File: src/rtl/pc_sequencer_pkg.sv
// pc_sequencer_pkg -- shared types and constants for the PC sequencer.
//   state_t         : sequencer FSM states (BOOT, FETCH, EXEC)
//   MCAUSE_*        : 2-bit trap cause encodings
//   DEFAULT_*_VEC   : default reset and trap entry addresses
//   is_misaligned() : true when an instruction address is not word aligned
package pc_sequencer_pkg;

  typedef enum logic [1:0] {
    BOOT  = 2'd0,
    FETCH = 2'd1,
    EXEC  = 2'd2
  } state_t;

  localparam logic [1:0] MCAUSE_NONE     = 2'd0;
  localparam logic [1:0] MCAUSE_TRAP     = 2'd1;
  localparam logic [1:0] MCAUSE_MISALIGN = 2'd2;

  localparam logic [31:0] DEFAULT_RESET_VEC = 32'h0000_0000;
  localparam logic [31:0] DEFAULT_TRAP_VEC  = 32'h0000_0100;

  function automatic logic is_misaligned(input logic [31:0] addr);
    return (addr[1:0] != 2'b00);
  endfunction

endpackage

File: src/rtl/pc_sequencer_if.sv
// pc_sequencer_if -- instruction fetch handshake.
//   req   : fetch request, held until ready
//   addr  : fetch address (the current PC)
//   ready : memory accepts the request and returns the word this cycle
// master = sequencer side, slave = instruction memory side.
interface pc_sequencer_if;
  logic        req;
  logic [31:0] addr;
  logic        ready;

  modport master (output req, output addr, input ready);
  modport slave  (input req, input addr, output ready);
endinterface

File: src/rtl/pc_next_sel.sv
// pc_next_sel -- combinational next-PC selection for the execute stage.
//   Inputs : pc, mepc, redirect requests (trap_req, mret, jump, branch_taken)
//            and their targets (jmp_target, br_target)
//   Outputs: next_pc   - PC to load when the instruction retires
//            take_trap - the selected outcome is a trap entry
//            cause     - trap cause to record when take_trap is set
// Priority: trap_req > mret > jump > branch_taken > pc + 4.
module pc_next_sel
  import pc_sequencer_pkg::*;
#(
  parameter logic [31:0] TRAP_VEC = DEFAULT_TRAP_VEC
) (
  input  logic [31:0] pc,
  input  logic [31:0] mepc,
  input  logic        trap_req,
  input  logic        mret,
  input  logic        jump,
  input  logic [31:0] jmp_target,
  input  logic        branch_taken,
  input  logic [31:0] br_target,
  output logic [31:0] next_pc,
  output logic        take_trap,
  output logic [1:0]  cause
);

  always_comb begin
    // Sequential fall-through; 32-bit add wraps naturally past 0xFFFF_FFFC.
    next_pc   = pc + 32'd4;
    take_trap = 1'b0;
    cause     = MCAUSE_NONE;
    if (trap_req) begin
      next_pc   = TRAP_VEC;
      take_trap = 1'b1;
      cause     = MCAUSE_TRAP;
    end else if (mret) begin
      next_pc = mepc;
    end else if (jump) begin
      // A misaligned target is never loaded; it turns into a trap instead.
      if (is_misaligned(jmp_target)) begin
        next_pc   = TRAP_VEC;
        take_trap = 1'b1;
        cause     = MCAUSE_MISALIGN;
      end else begin
        next_pc = jmp_target;
      end
    end else if (branch_taken) begin
      if (is_misaligned(br_target)) begin
        next_pc   = TRAP_VEC;
        take_trap = 1'b1;
        cause     = MCAUSE_MISALIGN;
      end else begin
        next_pc = br_target;
      end
    end
  end

endmodule

File: src/rtl/pc_sequencer.sv
// pc_sequencer -- program counter sequencer with fetch handshake and traps.
//   clk, rst        : clock, asynchronous active-high reset
//   imem            : fetch handshake (req/addr out, ready in)
//   instr_valid     : fetched instruction is executing and retires this cycle
//   stall           : hold the current instruction in execute
//   branch_taken/br_target, jump/jmp_target, trap_req, mret : redirects
//   pc_out, mepc    : current PC and saved trap PC
//   trap_taken      : trap entry this cycle; mcause holds the last cause
module pc_sequencer
  import pc_sequencer_pkg::*;
#(
  parameter logic [31:0] RESET_VEC = DEFAULT_RESET_VEC,
  parameter logic [31:0] TRAP_VEC  = DEFAULT_TRAP_VEC
) (
  input  logic                  clk,
  input  logic                  rst,
  pc_sequencer_if.master        imem,
  output logic                  instr_valid,
  input  logic                  stall,
  input  logic                  branch_taken,
  input  logic [31:0]           br_target,
  input  logic                  jump,
  input  logic [31:0]           jmp_target,
  input  logic                  trap_req,
  input  logic                  mret,
  output logic [31:0]           pc_out,
  output logic [31:0]           mepc,
  output logic                  trap_taken,
  output logic [1:0]            mcause
);

  state_t      state_reg;
  state_t      state_next;
  logic [31:0] pc_reg;
  logic [31:0] mepc_reg;
  logic [1:0]  mcause_reg;

  logic [31:0] sel_next_pc;
  logic        sel_take_trap;
  logic [1:0]  sel_cause;
  logic        exec_commit;
  logic        fetch_req;

  pc_next_sel #(
    .TRAP_VEC (TRAP_VEC)
  ) u_next_sel (
    .pc           (pc_reg),
    .mepc         (mepc_reg),
    .trap_req     (trap_req),
    .mret         (mret),
    .jump         (jump),
    .jmp_target   (jmp_target),
    .branch_taken (branch_taken),
    .br_target    (br_target),
    .next_pc      (sel_next_pc),
    .take_trap    (sel_take_trap),
    .cause        (sel_cause)
  );

  // FSM state register
  always_ff @(posedge clk or posedge rst) begin
    if (rst) begin
      state_reg <= BOOT;
    end else begin
      state_reg <= state_next;
    end
  end

  // FSM next-state logic
  always_comb begin
    state_next = state_reg;
    case (state_reg)
      BOOT:    state_next = FETCH;
      FETCH:   if (imem.ready) state_next = EXEC;
      EXEC:    if (!stall) state_next = FETCH;
      default: state_next = BOOT;
    endcase
  end

  // FSM outputs. Redirects only matter on the retiring EXEC cycle, so every
  // other state (and a stalled EXEC) ignores them by construction.
  always_comb begin
    fetch_req   = 1'b0;
    exec_commit = 1'b0;
    trap_taken  = 1'b0;
    case (state_reg)
      FETCH: fetch_req = 1'b1;
      EXEC: begin
        exec_commit = !stall;
        trap_taken  = !stall && sel_take_trap;
      end
      default: ;
    endcase
  end

  // PC / trap CSR registers: updated only when an instruction retires.
  always_ff @(posedge clk or posedge rst) begin
    if (rst) begin
      pc_reg     <= RESET_VEC;
      mepc_reg   <= 32'h0000_0000;
      mcause_reg <= MCAUSE_NONE;
    end else if (exec_commit) begin
      pc_reg <= sel_next_pc;
      if (sel_take_trap) begin
        mepc_reg   <= pc_reg;
        mcause_reg <= sel_cause;
      end
    end
  end

  assign imem.req    = fetch_req;
  assign imem.addr   = pc_reg;
  assign instr_valid = exec_commit;
  assign pc_out      = pc_reg;
  assign mepc        = mepc_reg;
  assign mcause      = mcause_reg;

endmodule

File: src/flat_wrapper.sv
// flat-port wrapper written by rule: the top's interface ports become plain ports
module pc_sequencer_flat import pc_sequencer_pkg::*;
#(
  parameter logic [31:0] RESET_VEC = DEFAULT_RESET_VEC,
  parameter logic [31:0] TRAP_VEC  = DEFAULT_TRAP_VEC
)
  (clk, rst, instr_valid, stall, branch_taken, br_target, jump, jmp_target, trap_req, mret, pc_out, mepc, trap_taken, mcause, imem_req, imem_addr, imem_ready);
  pc_sequencer_if imem_i ();
  input  logic clk;
  input  logic rst;
  output logic instr_valid;
  input  logic stall;
  input  logic branch_taken;
  input  logic [31:0] br_target;
  input  logic jump;
  input  logic [31:0] jmp_target;
  input  logic trap_req;
  input  logic mret;
  output logic [31:0] pc_out;
  output logic [31:0] mepc;
  output logic trap_taken;
  output logic [1:0] mcause;
  output wire logic [$bits(imem_i.req)-1:0] imem_req;
  output wire logic [$bits(imem_i.addr)-1:0] imem_addr;
  input wire logic [$bits(imem_i.ready)-1:0] imem_ready;
  assign imem_req = imem_i.req;
  assign imem_addr = imem_i.addr;
  assign imem_i.ready = imem_ready;
  pc_sequencer #(.RESET_VEC(RESET_VEC), .TRAP_VEC(TRAP_VEC)) u_core (.clk(clk), .rst(rst), .imem(imem_i), .instr_valid(instr_valid), .stall(stall), .branch_taken(branch_taken), .br_target(br_target), .jump(jump), .jmp_target(jmp_target), .trap_req(trap_req), .mret(mret), .pc_out(pc_out), .mepc(mepc), .trap_taken(trap_taken), .mcause(mcause));
endmodule
File: config.mk
export PLATFORM = sky130hd
export DESIGN_NAME = pc_sequencer_flat
export DESIGN_NICKNAME = d
export VERILOG_FILES = /design/src/rtl/pc_sequencer_pkg.sv /design/src/rtl/pc_sequencer_if.sv /design/src/rtl/pc_next_sel.sv /design/src/rtl/pc_sequencer.sv /design/src/flat_wrapper.sv
export SDC_FILE = /design/constraint.sdc
export NUM_CORES = 1
export LEC_CHECK = 0
export CORE_MARGIN = 1.5
export CORE_UTILIZATION = 46
export CTS_CLUSTER_DIAMETER = 60
export CTS_CLUSTER_SIZE = 28
export DETAILED_ROUTE_END_ITERATION = 10
export GPL_TIMING_DRIVEN = 0
export PLACE_DENSITY = 0.82
export SLEW_MARGIN = 15
export SYNTH_ARGS = -nofsm -noshare
export SYNTH_HDL_FRONTEND = slang
export SYNTH_SLANG_ARGS = --single-unit
File: constraint.sdc
create_clock -name clk -period 2.8 [get_ports clk]
set_input_delay 0.56 -clock clk [delete_from_list [all_inputs] [get_ports clk]]
set_output_delay 0.56 -clock clk [all_outputs]
set_load 0.01 [all_outputs]
==> results.cfg, run 1 <==
[run_status]
status = completed

[die]
die_w_um = 104
fp.dieArea_um2 = 10900
core_area_um2 = 9860
die_y_um = 104
start_util_pct = 48.0
std_cell_rows = 36
ioPinCount = 173

[final_layout]
final_cell_count_no_fill = 850
postLayoutCellArea_um2 = 6980
area_growth_syn_to_layout_pct = 47.3
fillers = 779
antenna_cells = 0
nNetsFinal = 785
drive_gt1_share_pct = 16.9

[worst_setup_path]
slowest_delay_ns = 0.52
cp_top_family = buffers and inverters
crit_path_top_delay_cell = clkdlybuf4s50_1
critical_path.max_fanout = 10
cp-end-kind = register
crit_type = input pin to register
path_buf_inv = 4
crit_arrival_ns = 2.98
reg2reg_from = u_core.imem.addr[2]$_DFFE_PP0P_
cp_cell_sequence = clkdlybuf4s50_1, nor3b_4, buf_4, clkbuf_1, buf_2, and2_1, o311ai_0, a22oi_1
crit_required_ns = 3.07
start_kind = input pin
critPathLaunch = jmp_target[0]

[synth]
synth_fa_ha_area_share_pct = 0.264
ys_async_sr_fraction_pct = 100
synth-warning-count = 0
syn_nets = 600
syn_avg_cell_area_um2 = 8.99
synthCells = 527
synth.yosys.seq_area_share_pct = 35.9
synth_compound_area_share_pct = 25.6
synth_top_family_by_area = compound AO/OA/AOI/OAI gates
yosys.area_share.simple_pct = 19.3
synth_top_flop_cell = dfrtp_1
synth_edf_count = 0
synth.cell_area_um2 = 4740
synth-seq-cells = 68
synth_mux_area_share_pct = 7.58
synth-xor-area-share_pct = 0.739
synth_cell_types = 65

[run]
cap_viol_max_count = 0

[drt]
wl_per_cell_um = 22.8
wirelength_um = 19400
route.vias.total = 5508
drt_iter0_drc = 601
via_per_inst = 6.48
ant_nets = 0
first_pass_iters = 5
drc = 0

[sta]
tns_ns = 0
rsz0062_at_grt = no
slew_headroom_pct = 38.7
fin_crit_ns = 2.71
finalHoldViolCount = 0
fin_skew_ns = 0.0103
fmax_mhz = 369
tightest_slew_ns = 0.912
timing.final.crit_share_pct = 96.9
drv_slew = 0
setup_viol = 0

[pwr]
peakVddDrop_v = 0.000430
p_total_mw = 5.29
seq_power_share_pct = 32.1
p_sw_share_pct = 37.5
leakagePower_nw = 2.80
power_density_nw_per_um2 = 758
p_clk_share_pct = 19.8
switching_power_mw = 1.98
intPower_mw = 3.30
p_comb_share_pct = 48.1

[place]
routabilityCongestion = 0.924
post_dp_cell_area_um2 = 6630
io_buffers = 170
place_hpwl_um = 13600
placed_cells = 831

[cts]
clk_path_buf_depth = 2
cts.sinks = 68
cts_tree = done
clk-insertion-delay-late_ns = 0.37
numCtsBuffers = 9
clock-root-buffer = clkbuf_8
htreeDepth = 3
path_clk_slew_ns = 0.08

[worst_hold_path]
hp-class = register to register
hp-start = u_core.mcause[0]$_DFFE_PP0P_

[global_routing]
grt_pass1_vias = 5441
grt_pass1_wl_um = 29800
grt_max_degree = 37
gr-total-overflow = 0
grt_usage_pct = 35.5
antenna_found_initial = 0
## through the flow
step | hold WS, ns | setup slack, ns | util, %
final | 0.526 | 0.0881 | 70.7
after global routing | 0.560 | 0.0352 | 70.7
after CTS | 0.531 | 0.0362 | 70.5
after detailed placement | 0.503 | -0.987 | 67.2
after global placement | 0.487 | -0.886 | 67.0
after floorplan | 0.496 | 0.497 | -
## logic make-up (layout without fill, tap and decap cells)
logic type | count (synthesis) | count (layout)
mux | 32 | 32
fa+ha+maj | 1 | 1
simple gates | 162 | 162
flops | 68 | 68
xor+xnor | 4 | 4
buf+inv | 96 | 286
compound gates | 164 | 164
## what timing repair did
action,in CTS,in global routing
hold buffers,0,0
gates cloned,0,0
gates resized for setup,21,8
setup endpoints to repair,20,16
pin swaps,3,0
buffers inserted,5,0
## per-layer routing
layer	share of wire [%]	global-route usage [%]	wire length (um)
met5	0	0	0
met4	4.2	17.9	814
met3	11	8.33	2220
met2	46	54.7	8910
met1	38	46.4	7440
## synthesized netlist by cell type, types with 3 or more instances
| library cell | count | area share (%) |
|---|---|---|
| dfrtp_1 | 68 | 36 |
| nand2_1 | 39 | 3.1 |
| clkbuf_1 | 34 | 2.7 |
| buf_4 | 32 | 5.1 |
| mux2_2 | 31 | 7.4 |
| a21oi_1 | 28 | 3.0 |
| o21ai_0 | 21 | 2.2 |
| a221o_1 | 17 | 3.6 |
| nand3_1 | 17 | 1.8 |
| nand4_1 | 17 | 2.2 |
| o21a_1 | 15 | 2.4 |
| inv_1 | 14 | 1.1 |
| nor2_1 | 14 | 1.1 |
| nor3_1 | 12 | 1.3 |
| nor4_1 | 11 | 1.5 |
| buf_2 | 10 | 1.1 |
| nor2b_1 | 10 | 1.3 |
| a211oi_1 | 9 | 1.4 |
| or4_1 | 8 | 1.3 |
| o2111ai_1 | 7 | 1.3 |
| o211ai_1 | 7 | 1.1 |
| a221oi_1 | 6 | 1.1 |
| o31a_1 | 6 | 1.1 |
| a21o_1 | 5 | 0.79 |
| and2_1 | 5 | 0.66 |
| nand2b_1 | 5 | 0.66 |
| a211o_1 | 4 | 0.74 |
| a22oi_1 | 4 | 0.63 |
| a31oi_1 | 4 | 0.53 |
| nor4b_1 | 4 | 0.74 |
| o311ai_0 | 4 | 0.74 |
| or3b_2 | 4 | 0.74 |
| xnor2_1 | 4 | 0.74 |
| a2bb2oi_1 | 3 | 0.55 |
| and3_1 | 3 | 0.40 |
| buf_1 | 3 | 0.24 |
| nor3b_1 | 3 | 0.48 |
| o311a_1 | 3 | 0.63 |
| o31ai_1 | 3 | 0.48 |
## power groups by stage
stage / clock, mW / sequential, mW / combinational, mW
after floorplan: 0 / 1.72 / 1.07
after global placement: 0 / 1.67 / 2.43
after detailed placement: 0 / 1.69 / 2.48
after CTS: 1.04 / 1.68 / 2.52
after global routing: 1.08 / 1.73 / 2.70
final: 1.05 / 1.70 / 2.54
## worst register-to-register path: stages, from the launching register on
cell and delay (ns):
dfrtp_1 0.54, ha_1 0.31, nand2_1 0.26, or4_1 0.56, clkbuf_1 0.26, o31a_1 0.35, o211ai_1 0.17
## area by class of cell
class | count | area, um^2 | share of cell area (%)
tap | 133 | 166 | 2.38
buffer | 79 | 453 | 6.49
inverter | 15 | 58.8 | 0.843
clock inverter | 7 | 123 | 1.76
timing repair buffer | 176 | 1760 | 25.2
multi-input combinational | 363 | 2590 | 37.2
sequential | 68 | 1700 | 24.4
clock buffer | 9 | 124 | 1.78
## cell usage in the layout, fill, tap and decap left out, types with 11 or more instances in the layout
cell type | netlist | routed
clkbuf_1 | 34 | 27
mux2_2 | 31 | 31
dfrtp_1 | 68 | 68
clkdlybuf4s50_1 | 0 | 165
buf_4 | 32 | 37
a21oi_1 | 28 | 28
nor3_1 | 12 | 12
o21ai_0 | 21 | 20
nor2_1 | 14 | 14
nand3_1 | 17 | 17
a221o_1 | 17 | 17
nand4_1 | 17 | 17
nand2_1 | 39 | 39
inv_1 | 14 | 11
o21a_1 | 15 | 15
## final timing paths
kind	end	slack, ns	cells past startpoint
worst max-delay path	u_core.imem.addr[15]$_DFFE_PP0P_	0.09	8
worst min register to register	u_core.mcause[0]$_DFFE_PP0P_	0.53	1
worst min-delay path	u_core.mcause[0]$_DFFE_PP0P_	0.53	1
worst max register to register	u_core.imem.addr[20]$_DFFE_PP0P_	0.26	6
max in group asynchronous	u_core.mepc[29]$_DFFE_PP0P_	1.69	3
min in group asynchronous	u_core.mepc[5]$_DFFE_PP0P_	0.55	2
Note: power is estimated with default switching activity, not from simulation.
==> inputs of run 2 (changes only) <==
Settings changed: HOLD_SLACK_MARGIN set to 0.05.
==> results of run 2 <==
No change in the layout: final DEF, timing and power equal those of run 1.
==> inputs of run 3 (changes only) <==
Settings changed: CORE_MARGIN 1.5 to 5.
==> results.cfg, run 3 (same netlist as run 1, synthesis figures left out) <==
[worst_setup_path]
cp_top_family = buffers and inverters
crit_type = input pin to primary output
cp-end-kind = primary output
path_buf_inv = 3
slowest_delay_ns = 0.53
crit_path_top_delay_cell = clkdlybuf4s50_1
cp_cell_sequence = clkbuf_1, o21ai_2, a211oi_4, o21ai_4, inv_1, clkdlybuf4s50_1
critical_path.max_fanout = 10
start_kind = input pin
crit_arrival_ns = 2.21
crit_required_ns = 2.24

[drt]
wirelength_um = 19600
drt_iter0_drc = 622
drc = 0
ant_nets = 0
via_per_inst = 6.38
route.vias.total = 5437
first_pass_iters = 7
wl_per_cell_um = 23.0

[global_routing]
gr-total-overflow = 0
antenna_found_initial = 1
grt_usage_pct = 30.6
grt_pass1_wl_um = 30200
grt_pass1_vias = 5419
grt_max_degree = 38

[run_status]
status = completed

[worst_hold_path]
hp-class = register to register

[cts]
clk_path_buf_depth = 2
hold_buffers = 0
clock-root-buffer = clkbuf_8
path_clk_slew_ns = 0.08
cts_tree = done
cts.sinks = 68
htreeDepth = 3
numCtsBuffers = 9
clk-insertion-delay-late_ns = 0.36

[place]
preCtsSetupSlack_ns = -1.01
place_hpwl_um = 14200
io_buffers = 170
routabilityCongestion = 0.911

[die]
core_area_um2 = 10200
ioPinCount = 173
die_w_um = 111
fp.dieArea_um2 = 12400
start_util_pct = 46.5
std_cell_rows = 37
die_y_um = 111

[sta]
timing.final.crit_share_pct = 98.9
slew_headroom_pct = 17.9
finalHoldViolCount = 0
tns_ns = 0
setup_ws_ns = 0.0320
setup_viol = 0
fmax_mhz = 361
rsz0062_at_grt = no
drv_slew = 0
fin_skew_ns = 0.0101
fin_crit_ns = 2.77
whs_ns = 0.515
tightest_slew_ns = 1.21

[final_layout]
final_common_cell = clkdlybuf4s50_1
area_growth_syn_to_layout_pct = 47.4
final_cell_mix = clkdlybuf4s50_1, dfrtp_1, nand2_1
drive_gt1_share_pct = 15.9
nNetsFinal = 783

[pwr]
peakVddDrop_v = 0.000370
power_density_nw_per_um2 = 757
leakagePower_nw = 2.82
p_total_mw = 5.29

[run]
cap_viol_max_count = 0
==> run 3: per-stage QoR <==
step,cells,util [%],cell area [um^2]
2_1_floorplan,527,-,4740
5_1_grt,852,68.6,6990
4_1_cts,851,68.3,6960
6_report,852,68.6,6990
3_3_place_gp,833,64.9,6610
3_5_place_dp,834,65.2,6650
==> run 3: layout make-up <==
| type | instances | area (um^2) |
|---|---|---|
| buffer | 79 | 450 |
| multi-input combinational | 363 | 2600 |
| inverter | 15 | 58.8 |
| antenna | 1 | 2.50 |
| tap | 136 | 170 |
| fill | 805 | 3200 |
| timing repair buffer | 174 | 1760 |
| clock buffer | 11 | 141 |
| clock inverter | 5 | 108 |
| sequential | 68 | 1700 |
==> run 3: timing repair <==
item / in CTS / in global routing
gates resized for setup: 12 / 14
setup buffers: 3 / 0
pin swaps: 3 / 1
endpoints found under the setup margin: 35 / 20
==> run 3: worst paths after layout <==
check                                                      from                          endpoint  slack, ns  cells after the start
worst max-delay path                               br_target[0]                        trap_taken       0.03                      6
worst min-delay path               u_core.mcause[0]$_DFFE_PP0P_      u_core.mcause[0]$_DFFE_PP0P_       0.51                      1
worst max register to register  u_core.imem.addr[2]$_DFFE_PP0P_  u_core.imem.addr[20]$_DFFE_PP0P_       0.26                      6
worst min register to register     u_core.mcause[0]$_DFFE_PP0P_      u_core.mcause[0]$_DFFE_PP0P_       0.51                      1
max in group asynchronous                                   rst       u_core.mepc[24]$_DFFE_PP0P_       1.70                      3
min in group asynchronous                                   rst        u_core.mepc[8]$_DFFE_PP0P_       0.54                      2
==> run 3: layer usage <==
layer | vias to the layer above | track usage, % | routed length [um]
li1 | 2360 | - | -
met1 | 2600 | 40.8 | 7660
met2 | 399 | 48.1 | 8890
met3 | 78 | 6.63 | 2110
met4 | 0 | 13.6 | 950
met5 | - | 0 | 0
==> run 3: where the power goes <==
part / switching (mW) / internal (mW)
clock network: 0.431 / 0.622
logic: 1.12 / 1.42
registers: 0.403 / 1.29
total: 1.95 / 3.33
